File: config.mk
export PLATFORM = sky130hd
export DESIGN_NAME = pipe_stage_buf_flat
export DESIGN_NICKNAME = d
export VERILOG_FILES = /design/src/rtl/pipe_stage_buf_if.sv /design/src/rtl/pipe_stage_buf.sv /design/src/flat_wrapper.sv
export SDC_FILE = /design/constraint.sdc
export NUM_CORES = 1
export LEC_CHECK = 0
export ABC_AREA = 1
export BUFFER_PORTS_ARGS = -buffer_cell sky130_fd_sc_hd__buf_2
export CORE_UTILIZATION = 30
export DETAILED_ROUTE_END_ITERATION = 10
export GPL_TIMING_DRIVEN = 1
export HOLD_SLACK_MARGIN = 0.1
export MAX_ROUTING_LAYER = met4
export SYNTH_ARGS = -nofsm -noshare
export SYNTH_HDL_FRONTEND = slang
export SYNTH_SLANG_ARGS = --single-unit
File: constraint.sdc
create_clock -name clk_i -period 1.45 [get_ports clk_i]
set_input_delay 0.0725 -clock clk_i [delete_from_list [all_inputs] [get_ports clk_i]]
set_output_delay 0.0725 -clock clk_i [all_outputs]
set_load 0.1 [all_outputs]
File: src/rtl/pipe_stage_buf_if.sv
// Valid/ready beat bus between two pipeline stages: handshake plus control and data fields.
// The master drives the beat; the slave answers with ready.
interface pipe_stage_buf_if #(
    parameter int CTRL_W = 8,
    parameter int DATA_W = 128
) ();
    logic              valid;
    logic              ready;
    logic [CTRL_W-1:0] ctrl;
    logic [DATA_W-1:0] data;

    modport master (output valid, output ctrl, output data, input ready);
    modport slave  (input valid, input ctrl, input data, output ready);
endinterface

File: src/rtl/pipe_stage_buf.sv
// Valid/ready pipeline stage register with stall, flush and an optional 2-entry skid buffer.
// Flush zeroes the control field of held beats; the data field keeps its last value.
module pipe_stage_buf #(
    parameter int CTRL_W = 8,
    parameter int DATA_W = 128,
    parameter int SKID   = 1
) (
    input  logic              clk_i,
    input  logic              rst_i,
    pipe_stage_buf_if.slave   up,
    pipe_stage_buf_if.master  dn,
    input  logic              flush_i,
    output logic [1:0]        count_o
);
    localparam bit HAS_SKID = (SKID != 0);

    logic              rst_done;
    logic              ready;
    logic              in_fire;
    logic              out_fire;
    logic              m_free;

    logic              m_vld_p1, m_vld_n;
    logic [CTRL_W-1:0] m_ctrl_p1, m_ctrl_n;
    logic [DATA_W-1:0] m_data_p1, m_data_n;
    logic              s_vld_p1, s_vld_n;
    logic [CTRL_W-1:0] s_ctrl_p1, s_ctrl_n;
    logic [DATA_W-1:0] s_data_p1, s_data_n;

    // With a skid entry ready depends only on flops; without it ready looks through to ready_i.
    always_comb begin
        if (HAS_SKID) ready = rst_done & ~s_vld_p1;
        else          ready = rst_done & (~m_vld_p1 | dn.ready);
    end

    assign in_fire  = up.valid & ready;
    assign out_fire = m_vld_p1 & dn.ready;
    assign m_free   = ~m_vld_p1 | out_fire;

    always_comb begin
        m_vld_n  = m_vld_p1;
        m_ctrl_n = m_ctrl_p1;
        m_data_n = m_data_p1;
        s_vld_n  = s_vld_p1;
        s_ctrl_n = s_ctrl_p1;
        s_data_n = s_data_p1;
        if (flush_i) begin
            m_vld_n  = 1'b0;
            s_vld_n  = 1'b0;
            m_ctrl_n = '0;
            s_ctrl_n = '0;
        end else if (m_free) begin
            if (s_vld_p1) begin
                m_vld_n  = 1'b1;
                m_ctrl_n = s_ctrl_p1;
                m_data_n = s_data_p1;
                s_vld_n  = 1'b0;
            end else if (in_fire) begin
                m_vld_n  = 1'b1;
                m_ctrl_n = up.ctrl;
                m_data_n = up.data;
            end else begin
                m_vld_n  = 1'b0;
            end
        end else if (in_fire && HAS_SKID) begin
            s_vld_n  = 1'b1;
            s_ctrl_n = up.ctrl;
            s_data_n = up.data;
        end
    end

    // Stage boundary: held entries
    always_ff @(posedge clk_i or negedge rst_i) begin
        if (!rst_i) begin
            rst_done  <= 1'b0;
            m_vld_p1  <= 1'b0;
            m_ctrl_p1 <= '0;
            m_data_p1 <= '0;
            s_vld_p1  <= 1'b0;
            s_ctrl_p1 <= '0;
            s_data_p1 <= '0;
        end else begin
            rst_done  <= 1'b1;
            m_vld_p1  <= m_vld_n;
            m_ctrl_p1 <= m_ctrl_n;
            m_data_p1 <= m_data_n;
            s_vld_p1  <= s_vld_n;
            s_ctrl_p1 <= s_ctrl_n;
            s_data_p1 <= s_data_n;
        end
    end

    assign up.ready = ready;
    assign dn.valid = m_vld_p1;
    assign dn.ctrl  = m_ctrl_p1;
    assign dn.data  = m_data_p1;
    assign count_o  = {1'b0, m_vld_p1} + {1'b0, s_vld_p1};
endmodule

File: src/flat_wrapper.sv
// flat-port wrapper written by rule: the top's interface ports become plain ports
module pipe_stage_buf_flat 
#(
    parameter int CTRL_W = 8,
    parameter int DATA_W = 128,
    parameter int SKID   = 1
)
  (clk_i, rst_i, flush_i, count_o, up_valid, up_ctrl, up_data, up_ready, dn_valid, dn_ctrl, dn_data, dn_ready);
  pipe_stage_buf_if #(.CTRL_W(CTRL_W), .DATA_W(DATA_W)) up_i ();
  pipe_stage_buf_if #(.CTRL_W(CTRL_W), .DATA_W(DATA_W)) dn_i ();
  input  logic clk_i;
  input  logic rst_i;
  input  logic flush_i;
  output logic [1:0] count_o;
  input wire logic [$bits(up_i.valid)-1:0] up_valid;
  input wire logic [$bits(up_i.ctrl)-1:0] up_ctrl;
  input wire logic [$bits(up_i.data)-1:0] up_data;
  output wire logic [$bits(up_i.ready)-1:0] up_ready;
  output wire logic [$bits(dn_i.valid)-1:0] dn_valid;
  output wire logic [$bits(dn_i.ctrl)-1:0] dn_ctrl;
  output wire logic [$bits(dn_i.data)-1:0] dn_data;
  input wire logic [$bits(dn_i.ready)-1:0] dn_ready;
  assign up_i.valid = up_valid;
  assign up_i.ctrl = up_ctrl;
  assign up_i.data = up_data;
  assign up_ready = up_i.ready;
  assign dn_valid = dn_i.valid;
  assign dn_ctrl = dn_i.ctrl;
  assign dn_data = dn_i.data;
  assign dn_i.ready = dn_ready;
  pipe_stage_buf #(.CTRL_W(CTRL_W), .DATA_W(DATA_W), .SKID(SKID)) u_core (.clk_i(clk_i), .rst_i(rst_i), .up(up_i), .dn(dn_i), .flush_i(flush_i), .count_o(count_o));
endmodule
Word-level counts from Yosys, hierarchy flattened
Index checks and enable logic that the tools add are counted.
{"block": "op_classes", "muxes": 15, "n_addsub": 1, "eq_ne": 1, "n_reduce_logical": 9, "n_bitwise": 8}
{"cell": "two-way mux 128 bit", "count": 2}
{"cell": "two-way mux 8 bit", "count": 6}
{"cell": "two-way mux 1 bit", "count": 7}
{"cell": "AND reduction 3 bit", "count": 2}
{"cell": "nonzero test 2 bit", "count": 3}
{"cell": "nonzero test 3 bit", "count": 2}
{"cell": "NOT 1 bit", "count": 4}
{"cell": "AND reduction 2 bit", "count": 2}
{"cell": "bitwise AND 1 bit", "count": 3}
{"cell": "adder 1 x 1 -> 2 bit", "count": 1}
{"cell": "!= test 2 bit (second input constant)", "count": 1}
{"cell": "OR 1 bit", "count": 1}
{"block": "totals", "wordCells": 41, "in_bits": 141, "register_bits": 275, "output_inout_bits": 140}

Depth between registers and ports, before layout
{"block": "depth", "word_depth": 7, "depth_mapped": 8, "depth_no_buf": 6}

Least setup slack after synthesis
OpenSTA, ideal clock, no wires.
{"block": "synth_timing", "kind": "register to output", "start": "register u_core.s_vld_p1", "end": "output up_ready", "n_path_buf": 2, "t_required_ns": 1.378, "path_stages_with_launch": 4, "arrival_time_ns": 2.076, "path_slack_ns": -0.699, "path_cell_list": "dfrtp_1 > clkbuf_1 > clkbuf_1 > nor2_1"}
{"block": "synth_via", "elab_chain_len": 2}
{"item": "start, declared", "line": "pipe_stage_buf.sv:26", "rtl": "logic s_vld_p1, s_vld_n;"}
{"item": "start signal, assigned", "line": "pipe_stage_buf.sv:87", "rtl": "s_vld_p1 <= s_vld_n;"}
{"item": "NOT 1 bit", "line": "pipe_stage_buf.sv:32", "rtl": "if (HAS_SKID) ready = rst_done & ~s_vld_p1;"}
{"item": "bitwise AND 1 bit", "line": "pipe_stage_buf.sv:32"}
{"item": "end, declared", "line": "flat_wrapper.sv:18", "rtl": "output wire logic [$bits(up_i.ready)-1:0] up_ready;"}
Every way passes these cells.

Final worst setup path
{"block": "layout_timing", "start": "register u_core.s_vld_p1", "end": "register u_core.m_data_p1[18] (netlist: u_core.dn.data[18])"}
{"block": "layout_via", "elab_chain_len": 5}
{"item": "NOT 1 bit", "line": "pipe_stage_buf.sv:32"}
{"item": "bitwise AND 1 bit", "line": "pipe_stage_buf.sv:32"}
{"item": "bitwise AND 1 bit", "line": "pipe_stage_buf.sv:36", "rtl": "assign in_fire = up.valid & ready;"}
{"item": "nonzero test 2 bit (no source line)"}
{"item": "AND reduction 3 bit (no source line)"}
{"item": "end signal, assigned", "line": "pipe_stage_buf.sv:86", "rtl": "m_data_p1 <= m_data_n;"}
{"item": "end, declared", "line": "pipe_stage_buf.sv:25", "rtl": "logic [DATA_W-1:0] m_data_p1, m_data_n;"}
Parallel ways exist; a longest one is shown, timed or not.
A chain may end at the register's enable or synchronous reset.

==> reports/qor.txt <==
DRT iter0 DRCs: 1,102
Critical Path Sink Type: flip-flop
IO buf count: 280
RD Place Congestion: 0.8097
Syn nets: 1,793
Worst EP arrival: 2.20 ns
Die Y: 207.4 um
Leakage power: 11.09 nW
Multi-input logic area: 6107 um^2
Hold Vio Cnt, Final: 0
CP Launch Point: u_core.s_vld_p1
Root Driver: clkbuf_16
Rel. slew slack: 0.6322
#FFs+latches synth: 275
Worst r2r src: u_core.s_vld_p1
Post-layout min period: 1.729 ns
Final ANT Viol Nets: 0
Maximum VDD drop: 950.4 uV
Worst skew pair latency: 0.54 ns
Distinct cells, synth: 20
Max Clock Skew: 0.01627 ns
Antenna violations before repair: 2
RSZ-0062 raised after global routing: true
Count of pins over their slew limit: 0
Top-area cell type share of the netlist area: 0.5438
Grt total ovfl: 0
Max-Cap Viols: 0
Run status: complete, but fails checks
Startpoint types: flip-flop
Vias in the first global route: 13,000
FF-to-FF End: u_core.dn.data[18]
Pwr Density: 1370 nW/um^2
Core area: 41,200 um^2
Critical path class: reg2reg
WHS: 0.1907 ns
Vias: 13,699
Worst min path class: in2async
Period utilization: 1.193
Fillers: 3,696
Inserted Clock Buffers: 35
Post-Route WL: 53.77 mm
Syn Std Cell Area: 12,650 um^2
CTS tree: yes
R2R depth: 9
Die area: 43,010 um^2
Clock-pin slew on the worst setup and hold paths: 0.06 ns
Vias/cell: 5.102
Violated checks: negative setup slack
WL per Instance: 20.02 um
Final setup TNS: -53.23 ns
Final worst slack: -0.2792 ns
DRC: 0
Clock Tree Buf Depth: 3
Endpoints failing setup: 278
Maximum fanout along the worst path: 8
Reg-to-reg slack, setup: -0.28 ns
Pin count of the biggest net entering global routing: 74
All-layer global routing usage: 0.2314
Area delta synth->final: 62.31%
First-pass GRT wire length: 75.73 mm
Crit path required time: 1.92 ns
Final Non-Filler Cells: 2,685
Mean Syn Cell Area: 7.665 um^2
Synth top area cells: dfrtp_1, nand2_1, nand4_1
Synth Instances: 1,651
CTS sink count: 275
Slew @ Worst Pin: 0.5500 ns
H-Tree Depth: 2
Max Fclk: 578.3 MHz
Fraction of layout cells with a size suffix above 1: 0.3281
Num rows: 74
Placed Instances: 2,385
Post-synthesis sequential area ratio: 0.5438
Most area-hungry cell type in the Yosys netlist: dfrtp_1
Starting density of the core: 0.3071
DP HPWL: 25.98 mm
Register Area: 6889 um^2
First drt pass iteration count: 6
Die X: 207.4 um
Synth warnings: 0
Final nets: 2,267
I/O pins: 281
worst max-delay path by stage:
stage	to	slack (ns)	cells after the start
finish	u_core.dn.data[18]	-0.28	9
global route	u_core.dn.data[119]	-0.32	9
CTS	count_o[0]	-0.27	3
detailed placement	u_core.s_data_p1[39]	-0.08	6
global placement	u_core.s_data_p1[39]	-0.05	6
floorplan	u_core.dn.data[107]	0.004	6
cells by family after synthesis:
logic type	Yosys count	synth area share
buf+inv	134	0.04519
compound gates	137	0.05438
fa+ha+maj	1	0.0009886
flops	275	0.5438
simple gates	1103	0.3553
other cells	1	0.0002963
flip-flops by register name, summed over array words and instances (netlist names):
name,flops
u_core.rst_done,1
u_core.dn.data,128
u_core.s_ctrl_p1,8
u_core.dn.ctrl,8
u_core.s_vld_p1,1
u_core.dn.valid,1
u_core.s_data_p1,128
worst max-delay path: stages (launching register included):
cell,delay [ns]
dfrtp_4,0.48
buf_6,0.14
buf_4,0.14
a21o_4,0.23
nand3_4,0.15
buf_12,0.14
buf_8,0.11
clkbuf_16,0.15
nand2_1,0.05
nand2_1,0.05
placed cells by master (no fill, tap or decap), drive strengths merged, types with 2 or more instances in the layout:
cell type	n
nand2	960
buf	394
dfrtp	275
dlygate4sd3	139
nand4	128
o21ai	128
clkbuf	85
nand3	11
a21oi	8
diode	4
inv	4
nor2	4
clkinv	4
bufbuf	3
bufinv	2
synth_stat cells, drive strengths merged:
cell    number
nand2      960
dfrtp      275
nand4      128
o21ai      128
clkbuf      74
buf         56
nand3       11
a21oi        8
inv          4
nor2         4
a21o         1
conb         1
ha           1
metrics by stage:
stage	power, mW	cell area [um^2]	setup slack (ns)	utilization
after global routing	29.18	20530	-0.3238	0.4984
after global placement	17.84	14950	-0.04720	0.3629
after floorplan	16.02	12700	0.004077	-
after CTS	27.75	19080	-0.2655	0.4631
after detailed placement	17.96	14950	-0.08088	0.3629
final	28.14	20540	-0.2792	0.4985
timing repair:
action / 4_1_cts / 5_1_grt
hold buffers: 139 / 0
setup buffers: 33 / 19
setup endpoints to repair: 195 / 289
hold endpoints to repair: 547 / 0
pin swaps: 3 / 36
cloned: 29 / 25
resized for setup: 138 / 312
layout make-up:
class | instances | area share
Sequential cell | 275 | 0.3354
Multi-Input combinational cell | 1242 | 0.2973
Timing Repair Buffer | 567 | 0.2747
Clock buffer | 54 | 0.05355
Tap cell | 532 | 0.03241
Clock inverter | 7 | 0.004995
Inverter | 4 | 0.001096
Antenna cell | 4 | 0.0004873
report_power, final:
group / internal [mW] / switching [mW]
Sequential: 8.95 / 0.787
Combinational: 2.04 / 7.30
Clock: 5.58 / 3.48
layer usage:
metal  track usage  vias to the layer above  routed length [um]
met1        0.2917                     6640               22320
met2        0.3733                      660               26040
met4       0.09521                        0                2025
met3       0.03238                      135                3379
met5             -                        -                   0
li1              -                     6264                   -
Power figures use the tool's default switching activity.
